<file path="src/rtl/nand_cpu_pkg.sv">
// Shared CPU memory-system types: cache request codes, arbiter states, burst geometry.
// Block size and transfer size come from CACHE_BLOCK_SIZE / MEM_TRANS_SIZE.
`ifndef CACHE_BLOCK_SIZE
`define CACHE_BLOCK_SIZE 64
`endif
`ifndef MEM_TRANS_SIZE
`define MEM_TRANS_SIZE 16
`endif

package nand_cpu_pkg;
   typedef enum logic [1:0] {
      REQ_NONE  = 2'd0,
      REQ_READ  = 2'd1,
      REQ_WRITE = 2'd2
   } CacheRequest;

   typedef enum logic [1:0] {
      ARB_IDLE    = 2'd0,
      ARB_REQUEST = 2'd1,
      ARB_BURST   = 2'd2
   } ArbState;

   localparam int MEM_BEATS  = `CACHE_BLOCK_SIZE / `MEM_TRANS_SIZE;
   localparam int MEM_ADDR_W = 16 - $clog2(`CACHE_BLOCK_SIZE);
   localparam int MEM_DATA_W = `MEM_TRANS_SIZE;
endpackage

</file>
<file path="src/rtl/cache_request_ifc.sv">
// Block request channel between a cache (master) and memory or an arbiter (slave).
interface cache_request_ifc
   import nand_cpu_pkg::*;
#(
   parameter int ADDR_W = MEM_ADDR_W,
   parameter int DATA_W = MEM_DATA_W
);
   CacheRequest       req;
   logic [ADDR_W-1:0] address;
   logic [DATA_W-1:0] w_data;
   logic              ack;
   logic [DATA_W-1:0] r_data;

   modport master (output req, address, w_data, input ack, r_data);
   modport slave  (input req, address, w_data, output ack, r_data);
endinterface

</file>
<file path="src/rtl/mem_arbiter_pick.sv">
// Two-way winner select. ARB_ROUND_ROBIN_EN: ties go to the port not granted last;
// otherwise the d-cache has fixed priority.
module arb_pick (
   input  logic i_vld_i,
   input  logic i_vld_d,
   input  logic i_last_d,
   output logic o_grant_d
);
`ifdef ARB_ROUND_ROBIN_EN
   assign o_grant_d = (i_vld_i && i_vld_d) ? ~i_last_d : i_vld_d;
`else
   logic w_unused_pick;
   assign w_unused_pick = i_vld_i ^ i_last_d;
   assign o_grant_d     = i_vld_d;
`endif
endmodule

</file>
<file path="src/rtl/mem_arbiter.sv">
// Shares one memory request port between i-cache and d-cache; forwards request,
// ack and a BEATS-long data burst for the granted port. Policy: ARB_ROUND_ROBIN_EN.
module mem_arbiter
   import nand_cpu_pkg::*;
#(
   parameter int ADDR_W = 16 - $clog2(`CACHE_BLOCK_SIZE),
   parameter int BEATS  = `CACHE_BLOCK_SIZE / `MEM_TRANS_SIZE
) (
   input  logic             clk,
   input  logic             rst,
   cache_request_ifc.slave  i_cache,
   cache_request_ifc.slave  d_cache,
   cache_request_ifc.master mem,
   output logic             busy,
   output logic             grant_d
);
   localparam int CW = (BEATS > 1) ? $clog2(BEATS) : 1;

   ArbState           r_state;
   logic [CW-1:0]     r_cnt;
   logic              r_grant_d;

   logic              w_vld_i, w_vld_d, w_pick_d;
   CacheRequest       w_sel_req;
   logic [ADDR_W-1:0] w_sel_addr;
   logic              w_abort, w_acked, w_last;

   assign w_vld_i    = (i_cache.req != REQ_NONE);
   assign w_vld_d    = (d_cache.req != REQ_NONE);
   assign w_sel_req  = r_grant_d ? d_cache.req : i_cache.req;
   assign w_sel_addr = r_grant_d ? d_cache.address : i_cache.address;
   assign w_abort    = (r_state == ARB_REQUEST) && (w_sel_req == REQ_NONE);
   assign w_acked    = (r_state == ARB_REQUEST) && !w_abort && mem.ack;
   assign w_last     = (r_cnt == CW'(BEATS - 1));

   // r_grant_d doubles as the last-grant history for round-robin
   arb_pick u_pick (
      .i_vld_i  (w_vld_i),
      .i_vld_d  (w_vld_d),
      .i_last_d (r_grant_d),
      .o_grant_d(w_pick_d)
   );

   always_ff @(posedge clk) begin
      if (rst) begin
         r_state   <= ARB_IDLE;
         r_cnt     <= '0;
         r_grant_d <= 1'b0;
      end else begin
         case (r_state)
            ARB_IDLE: begin
               if (w_vld_i || w_vld_d) begin
                  r_grant_d <= w_pick_d;
                  r_state   <= ARB_REQUEST;
               end
            end
            ARB_REQUEST: begin
               if (w_abort) begin
                  r_state <= ARB_IDLE;
               end else if (mem.ack) begin
                  r_cnt   <= '0;
                  r_state <= ARB_BURST;
               end
            end
            ARB_BURST: begin
               r_cnt <= r_cnt + CW'(1);
               if (w_last) r_state <= ARB_IDLE;
            end
            default: r_state <= ARB_IDLE;
         endcase
      end
   end

   always_comb begin
      mem.req        = REQ_NONE;
      mem.address    = '0;
      mem.w_data     = '0;
      i_cache.ack    = w_acked & ~r_grant_d;
      d_cache.ack    = w_acked & r_grant_d;
      i_cache.r_data = '0;
      d_cache.r_data = '0;
      if (r_state == ARB_REQUEST) begin
         mem.req     = w_sel_req;
         mem.address = w_sel_addr;
      end
      if (r_state == ARB_BURST) begin
         mem.w_data = r_grant_d ? d_cache.w_data : i_cache.w_data;
         if (r_grant_d) d_cache.r_data = mem.r_data;
         else           i_cache.r_data = mem.r_data;
      end
   end

   assign busy    = (r_state != ARB_IDLE);
   assign grant_d = r_grant_d;
endmodule

</file>
<file path="src/flat_wrapper.sv">
// flat-port wrapper written by rule: the top's interface ports become plain ports
module mem_arbiter_flat import nand_cpu_pkg::*;
#(
   parameter int ADDR_W = 16 - $clog2(`CACHE_BLOCK_SIZE),
   parameter int BEATS  = `CACHE_BLOCK_SIZE / `MEM_TRANS_SIZE
)
  (clk, rst, busy, grant_d, i_cache_req, i_cache_address, i_cache_w_data, i_cache_ack, i_cache_r_data, d_cache_req, d_cache_address, d_cache_w_data, d_cache_ack, d_cache_r_data, mem_req, mem_address, mem_w_data, mem_ack, mem_r_data);
  cache_request_ifc #(.ADDR_W(ADDR_W), .DATA_W(16)) i_cache_i ();
  cache_request_ifc #(.ADDR_W(ADDR_W), .DATA_W(16)) d_cache_i ();
  cache_request_ifc #(.ADDR_W(ADDR_W), .DATA_W(16)) mem_i ();
  input  logic clk;
  input  logic rst;
  output logic busy;
  output logic grant_d;
  input wire logic [$bits(i_cache_i.req)-1:0] i_cache_req;
  input wire logic [$bits(i_cache_i.address)-1:0] i_cache_address;
  input wire logic [$bits(i_cache_i.w_data)-1:0] i_cache_w_data;
  output wire logic [$bits(i_cache_i.ack)-1:0] i_cache_ack;
  output wire logic [$bits(i_cache_i.r_data)-1:0] i_cache_r_data;
  input wire logic [$bits(d_cache_i.req)-1:0] d_cache_req;
  input wire logic [$bits(d_cache_i.address)-1:0] d_cache_address;
  input wire logic [$bits(d_cache_i.w_data)-1:0] d_cache_w_data;
  output wire logic [$bits(d_cache_i.ack)-1:0] d_cache_ack;
  output wire logic [$bits(d_cache_i.r_data)-1:0] d_cache_r_data;
  output wire logic [$bits(mem_i.req)-1:0] mem_req;
  output wire logic [$bits(mem_i.address)-1:0] mem_address;
  output wire logic [$bits(mem_i.w_data)-1:0] mem_w_data;
  input wire logic [$bits(mem_i.ack)-1:0] mem_ack;
  input wire logic [$bits(mem_i.r_data)-1:0] mem_r_data;
  assign i_cache_i.req = i_cache_req;
  assign i_cache_i.address = i_cache_address;
  assign i_cache_i.w_data = i_cache_w_data;
  assign i_cache_ack = i_cache_i.ack;
  assign i_cache_r_data = i_cache_i.r_data;
  assign d_cache_i.req = d_cache_req;
  assign d_cache_i.address = d_cache_address;
  assign d_cache_i.w_data = d_cache_w_data;
  assign d_cache_ack = d_cache_i.ack;
  assign d_cache_r_data = d_cache_i.r_data;
  assign mem_req = mem_i.req;
  assign mem_address = mem_i.address;
  assign mem_w_data = mem_i.w_data;
  assign mem_i.ack = mem_ack;
  assign mem_i.r_data = mem_r_data;
  mem_arbiter #(.ADDR_W(ADDR_W), .BEATS(BEATS)) u_core (.clk(clk), .rst(rst), .i_cache(i_cache_i), .d_cache(d_cache_i), .mem(mem_i), .busy(busy), .grant_d(grant_d));
endmodule
</file>
<file path="config.mk">
export PLATFORM = sky130hd
export DESIGN_NAME = mem_arbiter_flat
export DESIGN_NICKNAME = d
export VERILOG_FILES = /design/src/rtl/nand_cpu_pkg.sv /design/src/rtl/cache_request_ifc.sv /design/src/rtl/mem_arbiter_pick.sv /design/src/rtl/mem_arbiter.sv /design/src/flat_wrapper.sv
export SDC_FILE = /design/constraint.sdc
export NUM_CORES = 1
export LEC_CHECK = 0
export CORE_AREA = 2 2 54 56
export DETAILED_ROUTE_END_ITERATION = 6
export DIE_AREA = 0 0 56 58
export DONT_BUFFER_PORTS = 1
export PLACE_DENSITY = 0.57
export SKIP_CTS_REPAIR_TIMING = 1
export SLEW_MARGIN = 10
export SYNTH_ARGS = -nofsm -noshare
export SYNTH_HDL_FRONTEND = slang
export SYNTH_SLANG_ARGS = --single-unit
</file>
<file path="constraint.sdc">
create_clock -name clk -period 2 [get_ports clk]
set_input_delay 0.6 -clock clk [delete_from_list [all_inputs] [get_ports clk]]
set_output_delay 0.6 -clock clk [all_outputs]
set_load 0.01 [all_outputs]
</file>
==> results.txt, run 1 <==
----------------------------------------------------
[Worst setup path]
  Critical path arrival ... 1.36 ns
  Max FO, Critical Path ... 4
  Startpoint type of the worst setup path ... flop
  Class of the most critical setup path ... flop to output pin
  Nature of the critical path endpoint ... output pin
  Launching element of the worst setup path ... u_core.r_state[1]$_SDFFE_PP0P_
  Required time worst endpoint ... 1.40 ns
  Worst R2R Start ... u_core.grant_d$_SDFFE_PP0P_

[STA]
  Final worst clock skew ... 0.00180 ns
  Slew Limit Headroom ... 78.4%
  Hold violation total from the final report ... 0
  Setup-failing EPs final ... 0
  RSZ-0062 raised after global routing ... yes
  Final number of max-transition violations ... 0
  Tcrit/Tclk final ... 98.0%
  Worst Hold Slack ... 0.407 ns
  Highest clock frequency the design can meet ... 0.510 GHz
  Measured slew at the worst slew-check pin ... 0.323 ns
  Post-layout minimum cycle time ... 1.96 ns

[Logic synthesis]
  Largest cells by area after synthesis ... sky130_fd_sc_hd__mux2i_1, sky130_fd_sc_hd__nor2_1, sky130_fd_sc_hd__and2_1
  Synth Area per Inst ... 7.15 um^2
  Most frequent cells after synthesis ... sky130_fd_sc_hd__nor2_1, sky130_fd_sc_hd__mux2i_1, sky130_fd_sc_hd__and2_1
  Post-synth net total ... 208
  Number of enable flip-flop cells after synthesis ... 0
  Area of the mapped netlist ... 943 um^2
  Yosys warning count ... 0
  Main synth FF type ... sky130_fd_sc_hd__dfxtp_1
  Yosys top cell area share ... 29.7%
  Gate count after technology mapping ... 132
  Post-synthesis sequential element count ... 5
  Seq/Total Area, Yosys ... 10.6%
  Cell taking the most area after synthesis ... sky130_fd_sc_hd__mux2i_1
  Most frequent cell after synthesis ... sky130_fd_sc_hd__nor2_1
  Count of distinct cell types in the synthesized netlist ... 25
  Async set-or-reset flop fraction in the synthesized netlist ... 0%

[Global route]
  Vias in the first global route ... 826
  Tot GR Track Use ... 13.8%
  Maximum number of pins on one net before global-route repair ... 31
  Initial antenna violation count ... 0
  Global-route wire length before repair ... 3660 um
  Global route total overflow ... 0

[Placement]
  Post-Place Cell Area ... 988 um^2
  Port-buffer cells ... 0
  Gp weighted congestion ... 0.824
  DP HPWL ... 2090 um

[Die]
  Number of standard-cell rows in the floorplan ... 19
  Height of the die ... 58 um
  Die footprint ... 3250 um^2
  Placeable core region ... 2660 um^2
  Effective utilization at floorplan ... 35.4%
  Count of boundary I/O pins ... 139
  Die outline width ... 56 um

[Power]
  Overall power consumption ... 543 uW
  P_leak ... 0.494 nW
  Ratio of total power to cell area ... 509 nW/um^2
  Peak supply drop ... 429 uV

[Clock network]
  Cts bufs inserted ... 3
  Source-to-sink clock delay at the later pin of the worst-skew pair ... 0.25 ns
  H-tree depth reported by CTS ... 1
  Root buffer selected by CTS ... sky130_fd_sc_hd__clkbuf_4
  Count of clock tree sinks ... 5
  Clock tree from TritonCTS ... done
  Buffers from clock root to sink, at most ... 2
  Clk pin slew, worst setup/hold paths ... 0.05 ns

[Flow run]
  Number of max-capacitance violations reported ... 0

[Routing]
  Routed Antenna Nets ... 0
  Total via count in the routed design ... 954
  Pre-Repair DR Iteration Count ... 4
  Drt first-iter violations ... 56
  Number of remaining DRC errors ... 0
  Post-DR vias/cell ... 5.78
  Routed Wire Length ... 2710 um
  Routed wire per std cell ... 16.4 um

[Outcome]
  Status ... finished clean

[Cells and area]
  Fin util ... 40.1%
  Share of cells above drive strength 1 ... 17.2%
  Post-route cell area ... 1070 um^2
  Final net count ... 211
  Antenna diodes ... 0
  Area overhead of the layout relative to synthesis ... 13.1%
  Layout fillers ... 287

[Min path]
  Min-delay src ... rst
  Class of the tightest hold or removal check ... input pin to flop

----------------------------------------------------
[per-layer routing]
layer	up-vias	global-route usage (%)	part of all wire [%]
li1	458	-	-
met1	427	15.3	37
met2	67	25.2	53
met3	2	4.91	10
met4	0	3.06	0.30
met5	-	0	0
[metrics by stage]
stage | worst slack (ns) | setup TNS, ns | std cells
after global routing | -0.0507 | -0.0564 | 165
after detailed placement | 0.0135 | 0 | 160
after CTS | -0.0745 | -0.0985 | 164
after floorplan | 0.110 | 0 | 132
final | 0.0409 | 0 | 165
after global placement | 0.0468 | 0 | 160
[worst max-delay path, stage by stage, from the launching register on]
cell and delay, ns:
sky130_fd_sc_hd__dfxtp_4 0.34, sky130_fd_sc_hd__nand2b_4 0.15, sky130_fd_sc_hd__a2111oi_4 0.30, sky130_fd_sc_hd__buf_4 0.18, sky130_fd_sc_hd__and2_4 0.15
[where the power goes]
part	leakage, nW	internal [mW]	total [mW]	switching (mW)
clock network	0.0150	0.0758	0.122	0.0465
registers	0.0429	0.111	0.125	0.0144
logic	0.436	0.125	0.295	0.170
[final timing paths]
check	depth (start not counted)	end	slack (ns)
max	4	d_cache_ack	0.04
min	1	u_core.grant_d$_SDFFE_PP0P_	0.41
max reg2reg	4	u_core.r_state[0]$_SDFFE_PP0P_	0.52
min reg2reg	2	u_core.r_cnt[0]$_SDFFE_PP0P_	0.51
[placed cells by master, fill, tap and decap left out]
master	instances
sky130_fd_sc_hd__nand3b_1	3
sky130_fd_sc_hd__dfxtp_4	3
sky130_fd_sc_hd__clkbuf_1	1
sky130_fd_sc_hd__o31ai_1	1
sky130_fd_sc_hd__buf_4	8
sky130_fd_sc_hd__clkbuf_4	3
sky130_fd_sc_hd__dfxtp_1	2
sky130_fd_sc_hd__a211oi_2	1
sky130_fd_sc_hd__nor4_2	1
sky130_fd_sc_hd__and2_1	16
sky130_fd_sc_hd__o21ai_0	3
sky130_fd_sc_hd__or3_1	1
sky130_fd_sc_hd__and2_4	1
sky130_fd_sc_hd__a211o_1	1
sky130_fd_sc_hd__a2111oi_4	1
sky130_fd_sc_hd__ha_1	1
sky130_fd_sc_hd__nand2b_4	1
sky130_fd_sc_hd__a21oi_1	1
sky130_fd_sc_hd__nor3_2	1
sky130_fd_sc_hd__nor2_1	33
sky130_fd_sc_hd__a2111o_1	1
sky130_fd_sc_hd__and2b_2	1
sky130_fd_sc_hd__nand2b_1	1
sky130_fd_sc_hd__buf_12	1
sky130_fd_sc_hd__o21ba_2	1
sky130_fd_sc_hd__inv_1	2
sky130_fd_sc_hd__and3_1	16
sky130_fd_sc_hd__mux2i_1	28
[layout make-up]
| cell class | instances | area (um^2) | share of cell area, % |
|---|---|---|---|
| Multi-Input combinational cell | 114 | 803 | 75.3 |
| Timing Repair Buffer | 9 | 80.1 | 7.50 |
| Tap cell | 31 | 38.8 | 3.63 |
| Clock buffer | 4 | 26.3 | 2.46 |
| Inverter | 2 | 7.51 | 0.703 |
| Sequential cell | 5 | 111 | 10.4 |
[kinds of logic (layout without fill, tap and decap cells)]
family | after synthesis | in the layout | synth area share, %
DFF | 5 | 5 | 10.6
muxes | 28 | 28 | 29.7
buffers and inverters | 13 | 15 | 7.96
adders and majority gates | 1 | 1 | 1.33
AOI/OAI and AO/OA | 10 | 10 | 9.02
and+or+nand+nor | 75 | 75 | 41.4
[registers in the layout, indices dropped and copies added, names as in the netlist]
signal / count
u_core.grant_d: 1
u_core.r_cnt: 2
u_core.r_state: 2
Note: power is estimated with default switching activity, not from simulation.
==> inputs of run 2 (changes only) <==
Settings changed: SLEW_MARGIN 10 to default.
==> results of run 2 <==
Same layout as run 1: the final DEF is identical, and so are final timing and power.
